**config.mk**
```make
export PLATFORM = sky130hd
export DESIGN_NAME = fifo_write_arbiter
export DESIGN_NICKNAME = d
export VERILOG_FILES = /design/src/rtl/fifo_write_arbiter.sv
export SDC_FILE = /design/constraint.sdc
export NUM_CORES = 1
export LEC_CHECK = 0
export CAP_MARGIN = 5
export CORE_MARGIN = 4
export CORE_UTILIZATION = 35
export CTS_CLUSTER_DIAMETER = 200
export DETAILED_ROUTE_END_ITERATION = 12
export SYNTH_ARGS = -nofsm -noshare
export SYNTH_HDL_FRONTEND = slang
export SYNTH_SLANG_ARGS = --single-unit
export TNS_END_PERCENT = 10
```
**constraint.sdc**
```tcl
create_clock -name clk -period 2.7 [get_ports clk]
set_input_delay 0.405 -clock clk [delete_from_list [all_inputs] [get_ports clk]]
set_output_delay 0.405 -clock clk [all_outputs]
set_load 0.005 [all_outputs]
```
**src/rtl/fifo_write_arbiter.sv**
```systemverilog
// rtl/fifo_write_arbiter.sv - word-granular round-robin arbiter for the packing FIFO write port
//
// Purpose:
//   Two byte producers (A, B) share the 8-bit write port of a byte-to-word
//   packing FIFO. Ownership changes only on 16-bit word boundaries so a packed
//   word never mixes producers. Grants rotate round-robin, and each grant is
//   limited to BURST_WORDS words before re-arbitration.
//
// Ports:
//   clk, rst             clock, synchronous active-high reset
//   a_data/a_valid/a_ready  producer A byte stream
//   b_data/b_valid/b_ready  producer B byte stream
//   fifo_data/fifo_valid    byte stream into the FIFO
//   fifo_enable             FIFO can accept a byte (not full)
//   grant                   registered one-hot owner (bit0 A, bit1 B, 00 idle)
//   words_a/words_b         wrapping count of words forwarded per producer

module fifo_write_arbiter #(
  parameter int BURST_WORDS = 4,
  parameter int CNT_W       = 16
) (
  input  logic             clk,
  input  logic             rst,
  input  logic [7:0]       a_data,
  input  logic             a_valid,
  output logic             a_ready,
  input  logic [7:0]       b_data,
  input  logic             b_valid,
  output logic             b_ready,
  output logic [7:0]       fifo_data,
  output logic             fifo_valid,
  input  logic             fifo_enable,
  output logic [1:0]       grant,
  output logic [CNT_W-1:0] words_a,
  output logic [CNT_W-1:0] words_b
);

  // State encoding doubles as the one-hot grant value.
  typedef enum logic [1:0] {
    ST_IDLE  = 2'b00,
    ST_OWN_A = 2'b01,
    ST_OWN_B = 2'b10
  } state_e;

  localparam logic [CNT_W-1:0] CNT_ONE = {{(CNT_W-1){1'b0}}, 1'b1};

  state_e           state_q, state_d;
  logic             byte_cnt_q, byte_cnt_d;   // 1 = first byte of a word already sent
  logic [7:0]       burst_cnt_q, burst_cnt_d;
  logic             last_b_q, last_b_d;       // 1 = B held the most recent grant
  logic [CNT_W-1:0] words_a_q, words_a_d;
  logic [CNT_W-1:0] words_b_q, words_b_d;

  logic             own_valid;
  logic             other_valid;
  logic             xfer;
  logic             word_done;
  logic             release_now;
  logic [8:0]       burst_inc;

  always_comb begin
    fifo_data   = 8'h00;
    fifo_valid  = 1'b0;
    a_ready     = 1'b0;
    b_ready     = 1'b0;
    state_d     = state_q;
    byte_cnt_d  = byte_cnt_q;
    burst_cnt_d = burst_cnt_q;
    last_b_d    = last_b_q;
    words_a_d   = words_a_q;
    words_b_d   = words_b_q;
    own_valid   = 1'b0;
    other_valid = 1'b0;

    case (state_q)
      ST_OWN_A: begin
        fifo_data   = a_data;
        fifo_valid  = a_valid;
        a_ready     = fifo_enable;
        own_valid   = a_valid;
        other_valid = b_valid;
      end
      ST_OWN_B: begin
        fifo_data   = b_data;
        fifo_valid  = b_valid;
        b_ready     = fifo_enable;
        own_valid   = b_valid;
        other_valid = a_valid;
      end
      default: ;
    endcase

    xfer      = fifo_valid && fifo_enable;
    word_done = xfer && byte_cnt_q;
    burst_inc = {1'b0, burst_cnt_q} + 9'd1;

    if (xfer) begin
      byte_cnt_d = ~byte_cnt_q;
    end
    if (word_done) begin
      burst_cnt_d = burst_inc[7:0];
      if (state_q == ST_OWN_A) begin
        words_a_d = words_a_q + CNT_ONE;
      end else begin
        words_b_d = words_b_q + CNT_ONE;
      end
    end

    // Release only lands on a word boundary: either the burst just finished
    // with the second byte of a word, or the owner is idle with no half word
    // outstanding. FIFO backpressure alone never releases.
    release_now = (state_q != ST_IDLE) &&
                  ((word_done && (burst_inc == 9'(BURST_WORDS))) ||
                   (!xfer && !byte_cnt_q && !own_valid));

    if (state_q == ST_IDLE) begin
      if (a_valid && (!b_valid || last_b_q)) begin
        state_d     = ST_OWN_A;
        burst_cnt_d = 8'd0;
        last_b_d    = 1'b0;
      end else if (b_valid) begin
        state_d     = ST_OWN_B;
        burst_cnt_d = 8'd0;
        last_b_d    = 1'b1;
      end
    end else if (release_now) begin
      // Hand over at the same edge; a still-valid owner with no competitor
      // simply starts a fresh burst.
      if (other_valid) begin
        state_d = (state_q == ST_OWN_A) ? ST_OWN_B : ST_OWN_A;
      end else if (own_valid) begin
        state_d = state_q;
      end else begin
        state_d = ST_IDLE;
      end
      if (state_d != ST_IDLE) begin
        burst_cnt_d = 8'd0;
        last_b_d    = (state_d == ST_OWN_B);
      end
    end
  end

  always_ff @(posedge clk) begin
    if (rst) begin
      state_q     <= ST_IDLE;
      byte_cnt_q  <= 1'b0;
      burst_cnt_q <= 8'd0;
      last_b_q    <= 1'b1;
      words_a_q   <= '0;
      words_b_q   <= '0;
    end else begin
      state_q     <= state_d;
      byte_cnt_q  <= byte_cnt_d;
      burst_cnt_q <= burst_cnt_d;
      last_b_q    <= last_b_d;
      words_a_q   <= words_a_d;
      words_b_q   <= words_b_d;
    end
  end

  assign grant   = state_q;
  assign words_a = words_a_q;
  assign words_b = words_b_q;

endmodule
```
### Yosys cells after proc, flatten, opt, wreduce, memory -nomap -nowiden

Index checks and enable logic that the tools add are counted.

* input bits: 21
* word-level logic and storage cells: 63
* register bits: 44
* output and inout bits: 45

* add/sub/neg operators: 3
* bitwise logic cells: 2
* muxes and demuxes: 25
* equality and inequality tests: 5
* reductions and logical operators: 22

Operators with widths (count)
* $mux W8: 6
* $add A16 B1 Y16 const B: 2
* $mux W2: 9
* $pmux W8 S2: 1
* $add A8 B1 Y9 const B: 1
* $eq A9 B3 Y1 const B: 1
* $reduce_bool A2 Y1: 4
* $logic_and A1 B1 Y1: 7
* $mux W1: 7
* $reduce_and A2 Y1: 3
* $eq A2 B2 Y1 const B: 2
* $logic_not A1 Y1: 4
* $pmux W1 S2: 2
* $ne A3 B2 Y1 const B: 1
* $reduce_and A3 Y1: 1
* $eq A2 B1 Y1 const B: 1
* $logic_not A2 Y1: 1
* $logic_or A1 B1 Y1: 2
* $not A1 Y1: 2

### Depth between registers and ports, before layout

* depth after elaboration: 14
* mapped depth: 9
* gate-level depth less buffers: 7

### Least setup slack after synthesis

Ideal clock, no wire load.

* path kind: register to register
* start point: reg state_q[1], in the netlist grant[1]
* end point: reg burst_cnt_q[7]
* arrival: 1921 ps
* path buffers: 2
* library setup time: 133 ps
* period minus slack after synthesis: 2053 ps
* cell stages (with the launch flop): 10
* setup slack: 647 ps
* required time: 2567 ps
* cell sequence: dfxtp_1 inv_1 ha_1 buf_2 inv_1 clkbuf_1 nor4_1 and3_1 xnor2_1 nor2_1

* cells in the longest elaborated chain, start to end: 10
* elaborated cells between the ends (all ways): 27
* those cells by class: eq/ne: 2; mux: 13; reduce/logical: 12

Ends and longest elaborated chain
* from (decl): RTL line 47 `state_e state_q, state_d;`
* from (signal assigned): RTL line 152 `state_q <= state_d;`
* $eq A2 B2 Y1 or $eq A2 B1 Y1 (tied branches): RTL line 75, 130
* $pmux W1 S2: RTL line 75 `case (state_q)`
* $mux W2 or $logic_and A1 B1 Y1 (tied branches): RTL line 131, 93
* $mux W2 or $logic_not A1 Y1 (tied branches): RTL line 129, 114
* $mux W2 or $logic_and A1 B1 Y1 (tied branches): RTL line 126, 114
* $mux W2 or $logic_and A1 B1 Y1 (tied branches): RTL line 116, 114
* $reduce_bool A2 Y1 or $logic_or A1 B1 Y1 (tied branches): RTL line 136, 113
* $mux W8 or $logic_and A1 B1 Y1 (tied branches): RTL line 136, 112
* $mux W8: RTL line 126 `end else if (release_now) begin`
* $mux W8 (*): RTL line 116 `if (state_q == ST_IDLE) begin`
* to (signal assigned): RTL line 154 `burst_cnt_q <= burst_cnt_d;`
* to (decl): RTL line 49 `logic [7:0] burst_cnt_q, burst_cnt_d;`

Every way passes the cells marked *; elsewhere a longest branch is shown, timed or not. The select of a mux whose other input is x is not followed.
A chain may end at the register's enable or synchronous reset.

### Worst setup path after layout

* start point: reg state_q[1], in the netlist grant[1]
* end point: out fifo_data[0]

* cells in the longest elaborated chain, start to end: 2
* elaborated cells between the ends (all ways): 3
* those cells by class: eq/ne: 2; mux: 1

Ends and longest elaborated chain
* $eq A2 B2 Y1 or $eq A2 B1 Y1 (tied branches): RTL line 75
* $pmux W8 S2 (*): RTL line 75
* to (decl): RTL line 30 `output logic [7:0] fifo_data,`

Every way passes the cells marked *; elsewhere a longest branch is shown, timed or not.

==> results.md <==
* Run status: complete, no violations
* Skew-Pair Late Insertion Delay at 0.30 ns
* Layout cell share with drive strength beyond 1 at 6.45%
* Hold-fix buffers at CTS at 0
* IO Port Bufs at 65
* Top-count cell post-synth: nor2_1
* Worst path depth at 6
* Root Buffer Master: clkbuf_8
* Half-perimeter wire length after detailed placement at 4.25 mm
* Total area of sequential cells at 881 sq um
* Vias in the first global route at 1976
* Ordered cell list for the critical path: inv_1 > ha_1 > buf_4 > a22oi_1 > nor2_1 > clkdlybuf4s50_1
* Unrepaired setup endpoints after global routing: false
* Max-cap violations at 0
* Growth of design area from synthesis to finish at 38.8%
* Global-route wire length before repair at 9.32 mm
* Setup slack of the worst register-to-register path at 0.34 ns
* Post-synth EDFFs at 0
* Number of cells in the design after placement at 408
* Count of different cell masters after synthesis at 41
* Worst-margin pin slew at 0.514 ns
* Arrival time of the worst setup path at 2.08 ns
* TritonCTS Buffers at 5
* CTS tree: done
* CTS H-tree depth at 2
* Required arrival time at the worst endpoint at 2.30 ns
* CP Launch Type: register
* CP Buf/Inv Count at 3
* YS warnings at 0
* Number of placement rows at 28
* Number of setup buffers added after CTS at 0
* Standard cell core area at 6060 sq um
* Vias after detailed routing at 2093
* Most numerous cell types in the synthesized netlist: 49 x nor2_1, 44 x dfxtp_1, 16 x xnor2_1
* Per-cell routed wire length at 13.6 microns
* Average size of a mapped cell at 8.30 sq um
* Worst slew slack as a fraction of its limit at 65.6%
* Number of cells on the worst reg-to-reg path at 8
* Non-filler cells in the finished layout at 416
* Largest vdd supply drop at 0.325 mV
* Fill cells at 624
* Critical path peak fanout at 16
* Setup violators final at 0
* Final max-slew violation count at 0
* Worst-case clock buffer depth at 2
* Synthesized flop and latch total at 44
* Effective utilization at floorplan at 37.1%
* Prevailing post-synth register cell: dfxtp_1
* Post-synthesis instance total at 271
* Footprint of the multi-input gates at 1280 sq um
* Max Freq at 0.402 GHz
* Final weighted congestion in routability-driven placement at 0.781
* Clock period minus final worst setup slack at 2.49 ns
* Total nets after synthesis at 298
* Slowest CP cell: clkdlybuf4s50_1
* DRC violations left at 0
* Final Cycle Share at 92.2%
* Routed Antenna Nets at 0
* Critical setup path kind: register to primary output
* Ys async rst share at 0%
* Seq/Total Area, Yosys at 39.2%
* Final Hold Violating Endpoints at 0
* Residual overflow from global routing at 0
* Post-Route WL at 5.66 mm
* Type of the tightest min-delay check: register to register
* Area share of the largest cell type after synthesis at 39.2%
* Routed via count divided by cell count at 5.03
* Sink count of the clock tree at 44
* Dominant cell type by area after synthesis: dfxtp_1
* Die Outline Area at 7770 sq um
* Setup_tns at 0 ns
* Slowest Stage Delay on Critical Path at 0.51 ns
* Top-level I/O count at 66
* Netlist area before placement at 2250 sq um
* Largest net degree at the start of global routing at 17
* Top cells by area in the synthesized netlist: dfxtp_1 39%, nor2_1 8.2%, xnor2_1 6.2%
* Critical path's top delay family: buffers and inverters
* Global-route total usage across every layer at 15.2%
* Total inserted antenna cells at 0
* Violation count after the first detailed-route iteration at 75
* Y dimension of the die at 88.2 microns
* Antenna violations before repair at 0
* Worst clock skew on the final layout at 0.00266 ns
* Horizontal extent of the die at 88.2 microns
* Pleak at 1.05 nW
* Iteration count of the initial detailed-routing pass at 4
* Cell Pwr Density at 593 nW/um^2
* Worst-path clk slew at 0.08 ns
* Kind of capture point of the worst setup path: primary output
* Layout net count at 367
* Number of stages on the worst hold path at 2
## cell families (layout without fill, tap and decap cells)
| kind of cell | after synthesis | count (layout) | synth area share (%) |
|---|---|---|---|
| AND/OR/NAND/NOR | 124 | 124 | 27.9 |
| AO/OA/AOI/OAI | 42 | 42 | 12.3 |
| adder cells (fa/ha/maj) | 6 | 6 | 3.34 |
| XOR/XNOR | 31 | 31 | 12.1 |
| buffers and inverters | 22 | 92 | 4.34 |
| flip-flops | 44 | 44 | 39.2 |
| multiplexers | 2 | 2 | 0.890 |
## registers in the layout, summed over array words and instances, names as in the netlist
| name | cells |
|---|---|
| byte_cnt_q | 1 |
| words_b | 16 |
| grant | 2 |
| last_b_q | 1 |
| burst_cnt_q | 8 |
| words_a | 16 |
## per-layer routing
layer	up-vias	share of wire, %	global-route usage (%)
met3	8	4.7	3.95
met2	41	46	23.7
met5	-	0	0
met4	0	1.3	5.77
li1	1086	-	-
met1	958	48	20.1
## layout make-up
type,instances,area share (%)
Clock buffer,6,2.32
Clock inverter,2,1.12
Inverter,10,1.20
Multi-Input combinational cell,205,41.1
Sequential cell,44,28.2
Tap cell,75,3.01
Timing Repair Buffer,74,23.0
## tightest hold or removal path, delay by kind of cell, from the launching register on
family	cells	cell delay, ns
flops	1	0.32
compound gates	2	0.13
## cells in the final DEF, fill, tap and decap left out, types with 2 or more instances in the layout
cell type        instances
a22o_1                   3
ha_1                     5
clkbuf_8                 5
a21oi_1                  9
buf_4                    9
clkdlybuf4s50_1         65
xor2_1                  15
and4_1                   5
a22oi_1                  8
a211oi_1                 2
or3_1                    8
nor4_1                   3
inv_1                   10
nor2_1                  49
and3_1                   5
dfxtp_1                 44
nand2_1                 13
nand3_1                 14
o21ai_0                 10
nor3_2                   2
and2_1                   3
mux2i_1                  2
nor3_1                   7
nand4_1                 10
o21ai_1                  2
xnor2_1                 16
## stage by stage
step,util (%),setup slack [ns],power [mW],hold WS [ns],cell area (sq um)
2_1_floorplan,-,0.647,1.08,0.474,2250
3_3_place_gp,49.5,0.335,1.34,0.471,3000
3_5_place_dp,49.5,0.302,1.33,0.492,3000
4_1_cts,51.3,0.0776,1.85,0.504,3110
5_1_grt,51.5,0.0337,1.96,0.530,3120
6_report,51.5,0.211,1.85,0.500,3120
## final timing paths
| path | start | to |
|---|---|---|
| max | grant[1] | fifo_data[0] |
| min | words_a[15] | words_a[15] |
| max reg2reg | grant[1] | words_a[15] |
| min reg2reg | words_a[15] | words_a[15] |
## power by group
group	internal [mW]	switching (mW)	total [mW]
Clock	0.275	0.223	0.498
Combinational	0.318	0.347	0.665
Sequential	0.668	0.0208	0.689
Total	1.26	0.591	1.85
## repair_timing
action / 4_1_cts / 5_1_grt
pin swaps: 0 / 0
gates resized for setup: 1 / 1
cloned: 0 / 0
endpoints found under the setup margin: 3 / 9
No activity file was read; power rests on OpenSTA's default activity.
